<file path="src/rtl/i2s_tx_sched.sv">
// Stereo frame scheduler feeding an I2S serializer: frame FIFO, start/stop on frame boundaries,
// mute and count on underrun. Define I2S_SCHED_REPEAT_EN to resend the last popped frame instead.
module i2s_tx_sched #(
  parameter int          FIFO_DEPTH  = 4,
  parameter int          PRIME_LEVEL = 2,
  parameter logic [15:0] MUTE_WORD   = 16'h0000
) (
  input  logic                          clk_in,
  input  logic                          rstn,
  input  logic                          ctrl_en,
  input  logic                          s_valid,
  output logic                          s_ready,
  input  logic [15:0]                   s_left,
  input  logic [15:0]                   s_right,
  input  logic                          tx_req,
  input  logic                          tx_ws,
  output logic                          tx_enable,
  output logic [15:0]                   tx_data,
  output logic [$clog2(FIFO_DEPTH):0]   fifo_level,
  output logic                          underrun,
  output logic [15:0]                   underrun_cnt
);

  // state | meaning
  // IDLE  | serializer disabled; wait for ctrl_en and PRIME_LEVEL frames
  // PRIME | pop the first frame: left into tx_data, right into the hold register
  // RUN   | serve word requests; pop, mute or stop at each frame boundary
  // STOP  | boundary seen with ctrl_en low; drop enable and return to IDLE
  typedef enum logic [1:0] {IDLE, PRIME, RUN, STOP} state_t;

  localparam int               PTR_W     = $clog2(FIFO_DEPTH);
  localparam logic [PTR_W:0]   FULL_LVL  = (PTR_W+1)'(FIFO_DEPTH);
  localparam logic [PTR_W:0]   PRIME_LVL = (PTR_W+1)'(PRIME_LEVEL);

  state_t            state_q, state_d;
  logic [15:0]       mem_l_q [FIFO_DEPTH];
  logic [15:0]       mem_r_q [FIFO_DEPTH];
  logic [PTR_W-1:0]  wr_ptr_q, rd_ptr_q;
  logic [PTR_W:0]    level_q, level_d;
  logic [15:0]       tx_data_q, tx_data_d;
  logic [15:0]       hold_q, hold_d;
  logic              tx_en_q, tx_en_d;
  logic              underrun_q;
  logic [15:0]       und_cnt_q;
  logic              ctrl_en_q;
  logic              push, pop, und_set, ctrl_rise;
  logic [15:0]       head_l, head_r, fill_l, fill_r;

  assign s_ready   = (level_q != FULL_LVL);
  assign push      = s_valid && s_ready;
  assign head_l    = mem_l_q[rd_ptr_q];
  assign head_r    = mem_r_q[rd_ptr_q];
  assign ctrl_rise = ctrl_en && !ctrl_en_q;

`ifdef I2S_SCHED_REPEAT_EN
  logic [15:0] last_l_q, last_r_q;

  // Seeded with MUTE_WORD so an underrun before the first pop still sends silence.
  always_ff @(posedge clk_in or negedge rstn) begin
    if (!rstn) begin
      last_l_q <= MUTE_WORD;
      last_r_q <= MUTE_WORD;
    end else if (pop) begin
      last_l_q <= head_l;
      last_r_q <= head_r;
    end
  end

  assign fill_l = last_l_q;
  assign fill_r = last_r_q;
`else
  assign fill_l = MUTE_WORD;
  assign fill_r = MUTE_WORD;
`endif

  always_comb begin
    state_d   = state_q;
    tx_data_d = tx_data_q;
    hold_d    = hold_q;
    tx_en_d   = tx_en_q;
    pop       = 1'b0;
    und_set   = 1'b0;
    case (state_q)
      IDLE: begin
        tx_en_d = 1'b0;
        if (ctrl_en && (level_q >= PRIME_LVL)) state_d = PRIME;
      end
      PRIME: begin
        pop       = 1'b1;
        tx_data_d = head_l;
        hold_d    = head_r;
        tx_en_d   = 1'b1;
        state_d   = RUN;
      end
      RUN: begin
        if (tx_req) begin
          if (tx_ws) begin
            tx_data_d = hold_q;
          end else if (!ctrl_en) begin
            state_d = STOP;
          end else if (level_q != '0) begin
            pop       = 1'b1;
            tx_data_d = head_l;
            hold_d    = head_r;
          end else begin
            // A push landing in this same cycle waits for the next boundary.
            und_set   = 1'b1;
            tx_data_d = fill_l;
            hold_d    = fill_r;
          end
        end
      end
      STOP: begin
        tx_en_d = 1'b0;
        state_d = IDLE;
      end
      default: state_d = IDLE;
    endcase
  end

  always_comb begin
    level_d = level_q;
    if (push && !pop) begin
      level_d = level_q + 1'b1;
    end else if (pop && !push) begin
      level_d = level_q - 1'b1;
    end
  end

  always_ff @(posedge clk_in or negedge rstn) begin
    if (!rstn) begin
      state_q    <= IDLE;
      wr_ptr_q   <= '0;
      rd_ptr_q   <= '0;
      level_q    <= '0;
      tx_data_q  <= '0;
      hold_q     <= '0;
      tx_en_q    <= 1'b0;
      underrun_q <= 1'b0;
      und_cnt_q  <= '0;
      ctrl_en_q  <= 1'b0;
    end else begin
      state_q   <= state_d;
      tx_data_q <= tx_data_d;
      hold_q    <= hold_d;
      tx_en_q   <= tx_en_d;
      level_q   <= level_d;
      ctrl_en_q <= ctrl_en;
      if (push) begin
        wr_ptr_q <= wr_ptr_q + 1'b1;
      end
      if (pop) begin
        rd_ptr_q <= rd_ptr_q + 1'b1;
      end
      if (und_set) begin
        underrun_q <= 1'b1;
      end else if (ctrl_rise) begin
        underrun_q <= 1'b0;
      end
      if (und_set && (und_cnt_q != 16'hFFFF)) begin
        und_cnt_q <= und_cnt_q + 16'd1;
      end
    end
  end

  // Storage needs no reset: the pointers and level define what is valid.
  always_ff @(posedge clk_in) begin
    if (push) begin
      mem_l_q[wr_ptr_q] <= s_left;
      mem_r_q[wr_ptr_q] <= s_right;
    end
  end

  assign tx_enable    = tx_en_q;
  assign tx_data      = tx_data_q;
  assign fifo_level   = level_q;
  assign underrun     = underrun_q;
  assign underrun_cnt = und_cnt_q;

endmodule

</file>
<file path="config.mk">
export PLATFORM = sky130hd
export DESIGN_NAME = i2s_tx_sched
export DESIGN_NICKNAME = d
export VERILOG_FILES = /design/src/rtl/i2s_tx_sched.sv
export SDC_FILE = /design/constraint.sdc
export NUM_CORES = 1
export LEC_CHECK = 0
export BUFFER_PORTS_ARGS = -buffer_cell sky130_fd_sc_hd__buf_4
export CORE_UTILIZATION = 43
export CTS_CLUSTER_DIAMETER = 60
export DETAILED_ROUTE_END_ITERATION = 16
export PLACE_DENSITY_LB_ADDON = 0.1
export SLEW_MARGIN = 20
export SYNTH_ARGS = -nofsm -noshare
export SYNTH_HDL_FRONTEND = slang
export SYNTH_SLANG_ARGS = --single-unit
</file>
<file path="constraint.sdc">
create_clock -name clk_in -period 4.2 [get_ports clk_in]
set_clock_uncertainty 0.05 [all_clocks]
set_input_delay 0.21 -clock clk_in [delete_from_list [all_inputs] [get_ports clk_in]]
set_output_delay 0.21 -clock clk_in [all_outputs]
set_load 0.005 [all_outputs]
</file>
==> impl_metrics.env <==
export IMPL_r2r_start="state_q[0]"
export IMPL_slew_violations=0
export IMPL_insertedDiodeCount=0
export IMPL_hold_path_class="in -> reg"
export IMPL_setup_violations=0
export IMPL_via_per_inst=5.10
export IMPL_crit_fanout=8
export IMPL_drtIter0Drc=183
export IMPL_ctsResizeCount=0
export IMPL_vias=4050
export IMPL_synth_async_reset_ratio_pct=31.9
export IMPL_ys_types=40
export IMPL_yosys_top_cells_area="edfxtp_1, dfrtp_1, mux4_2, mux2i_1, o21ai_0"
export IMPL_tightest_slew_ns=1.02
export IMPL_crit_path_end_kind="flop"
export IMPL_fmax_mhz=378
export IMPL_grt_start_max_net_pins=61
export IMPL_die_h_um=134
export IMPL_crit_family="adder cells"
export IMPL_wl_per_cell_um=17.9
export IMPL_avgSynthCellArea_sq_um=17.1
export IMPL_die_area_sq_mm=0.0180
export IMPL_synth_top_cell_area_share_pct=51.2
export IMPL_gp_congestion=0.764
export IMPL_core_area_sq_mm=0.0168
export IMPL_clk_path_buf_depth=2
export IMPL_worstPathRequired_ns=4.45
export IMPL_p_leak_nw=3.77
export IMPL_start_util_pct=44.7
export IMPL_syn_area_sq_mm=0.00751
export IMPL_hold_viol=0
export IMPL_worst_slack_ns=1.56
export IMPL_ys_seq_elements=188
export IMPL_nets=610
export IMPL_portBuffers=75
export IMPL_crit_start="state_q[0]"
export IMPL_synth_edff_count=128
export IMPL_maxCapViolCount=0
export IMPL_synthCells=440
export IMPL_setup_tns_ns=0
export IMPL_cts_root_buf="clkbuf_16"
export IMPL_path_depth=9
export IMPL_routed_wl_um=14200
export IMPL_firstDrtPassIters=4
export IMPL_synth_most_common_cell="edfxtp_1"
export IMPL_ys_seq_area_share_pct=71.2
export IMPL_ios=76
export IMPL_grt_usage_pct=17.1
export IMPL_outcome="completed"
export IMPL_dp_cells=728
export IMPL_fin_crit_sh_pct=62.9
export IMPL_worstSetupPathType="reg -> reg"
export IMPL_die_w_um=134
export IMPL_clk_latency_ns=0.42
export IMPL_cts_setup_buffers=0
export IMPL_synthFlopType="edfxtp_1"
export IMPL_r2r_cells=9
export IMPL_dp_hpwl_um=8780
export IMPL_layout_drive_gt1_share_pct=28.4
export IMPL_cts_hold_buf=34
export IMPL_critical_path_max_stage_delay_ns=0.39
export IMPL_min_from="s_valid"
export IMPL_layout_cells_non_filler=794
export IMPL_cts_reportedPaths_clkPinSlew_ns=0.06
export IMPL_h_tree_depth=4
export IMPL_pre_cts_slack_ns=1.54
export IMPL_crit_arrival_ns=2.90
export IMPL_synth_commonest_cells="edfxtp_1, dfrtp_1, nand2_1"
export IMPL_rows=47
export IMPL_first_global_vias=4212
export IMPL_route_detailed_drc=0
export IMPL_cts_sinks=188
export IMPL_antenna_found_initial=0
export IMPL_rsz0062_at_grt="false"
export IMPL_cts_buffers=17
export IMPL_min_path_cells=3
export IMPL_area_growth_syn_to_layout_pct=23.3
export IMPL_fin_hold_ws_ns=0.195
export IMPL_min_period_ns=2.64
export IMPL_slowest_stage="fa_1"
export IMPL_crit_chain="inv_1 > ha_1 > and4b_2 > nor2b_1 > o21ai_1 > ha_1 > inv_1 > fa_1 > mux2_2"
export IMPL_synth_area_leader_cell="edfxtp_1"
export IMPL_cts_tree="yes"
export IMPL_overflow=0
export IMPL_fillers=1417
export IMPL_post_route_util_pct=55.1
export IMPL_detail_route_antenna_nets=0
export IMPL_vdd_drop_max_uv=298
export IMPL_slew_headroom_pct=31.9
export IMPL_grt_first_pass_wirelength_um=22900
export IMPL_timing_critical_path_buf_inv=2
export IMPL_synth_nets=489
export IMPL_power_density_mw_per_mm2=654
export IMPL_yosys_warnings=0
export IMPL_cp_start_kind="flop"
-- per-layer routing --
layer | GRT usage, % | vias up | part of all wire, %
met1 | 23.3 | 2069 | 47
li1 | - | 1894 | -
met5 | 0 | - | 0
met3 | 4.04 | 17 | 3.0
met2 | 27.4 | 70 | 49
met4 | 5.37 | 0 | 1.1
-- stage by stage --
step | cell area, sq um | power (W)
5_1_grt | 9260 | 0.00643
4_1_cts | 9260 | 0.00616
6_report | 9260 | 0.00606
3_3_place_gp | 8330 | 0.00448
2_1_floorplan | 7510 | 0.00387
3_5_place_dp | 8330 | 0.00453
-- sequential cells by signal, summed over array words and instances (netlist names) --
register,count
ctrl_en_q,1
fifo_level,3
hold_q,16
mem_l_q,64
mem_r_q,64
rd_ptr_q,2
state_q,2
tx_data,16
tx_enable,1
underrun,1
underrun_cnt,16
wr_ptr_q,2
-- report_power, final --
group	switching (W)	internal [W]	total (W)
clock	0.000649	0.000948	0.00160
combinational	0.000861	0.000831	0.00169
sequential	0.000286	0.00248	0.00277
total	0.00180	0.00426	0.00606
-- final cells by class --
| class | instances | area [sq um] | area share, % |
|---|---|---|---|
| Sequential cell | 188 | 5350 | 57.7 |
| Multi-Input combinational cell | 215 | 2000 | 21.6 |
| Timing Repair Buffer | 117 | 963 | 10.4 |
| Clock buffer | 20 | 447 | 4.82 |
| Tap cell | 220 | 275 | 2.97 |
| Clock inverter | 12 | 145 | 1.57 |
| Inverter | 22 | 82.6 | 0.891 |
-- logic make-up (layout without fill, tap and decap cells) --
family | count (synthesis) | in the layout | synth area share [%]
compound gates | 41 | 41 | 2.95
xor+xnor | 19 | 19 | 2.22
fa+ha+maj | 11 | 11 | 1.93
buf+inv | 37 | 171 | 2.17
flops | 188 | 188 | 71.2
mux | 56 | 56 | 12.9
simple gates | 88 | 88 | 6.68
-- worst paths after layout --
kind | end | slack, ns
max | fifo_level[1] | 1.56
max in group asynchronous | rd_ptr_q[0] | 3.20
min | wr_ptr_q[0] | 0.20
min in group asynchronous | wr_ptr_q[0] | 0.37
min reg2reg | hold_q[11] | 0.43
max reg2reg | fifo_level[1] | 1.56
-- worst min-delay path, cell delays in order --
cell and delay (ns):
buf_4 0.09, and2_0 0.23, xnor2_1 0.09
-- placed cells by master, fill, tap and decap left out, types with 2 or more instances in the layout --
| master | count |
|---|---|
| mux4_2 | 32 |
| nor4_2 | 3 |
| mux2_2 | 6 |
| clkbuf_16 | 17 |
| clkinvlp_4 | 3 |
| nor2_1 | 8 |
| nand3_1 | 7 |
| nand4_1 | 3 |
| clkinv_2 | 4 |
| inv_1 | 22 |
| bufinv_16 | 3 |
| xor2_1 | 15 |
| buf_4 | 83 |
| and4_1 | 2 |
| o21ai_1 | 3 |
| dlygate4sd3_1 | 34 |
| nand2_1 | 40 |
| dfrtp_1 | 59 |
| nor3_1 | 6 |
| and3_1 | 6 |
| o21ai_0 | 34 |
| ha_1 | 10 |
| clkbuf_1 | 2 |
| edfxtp_1 | 128 |
| mux2i_1 | 17 |
| nor2b_1 | 2 |
| xnor2_1 | 4 |
(Power assumes the default switching activity.)
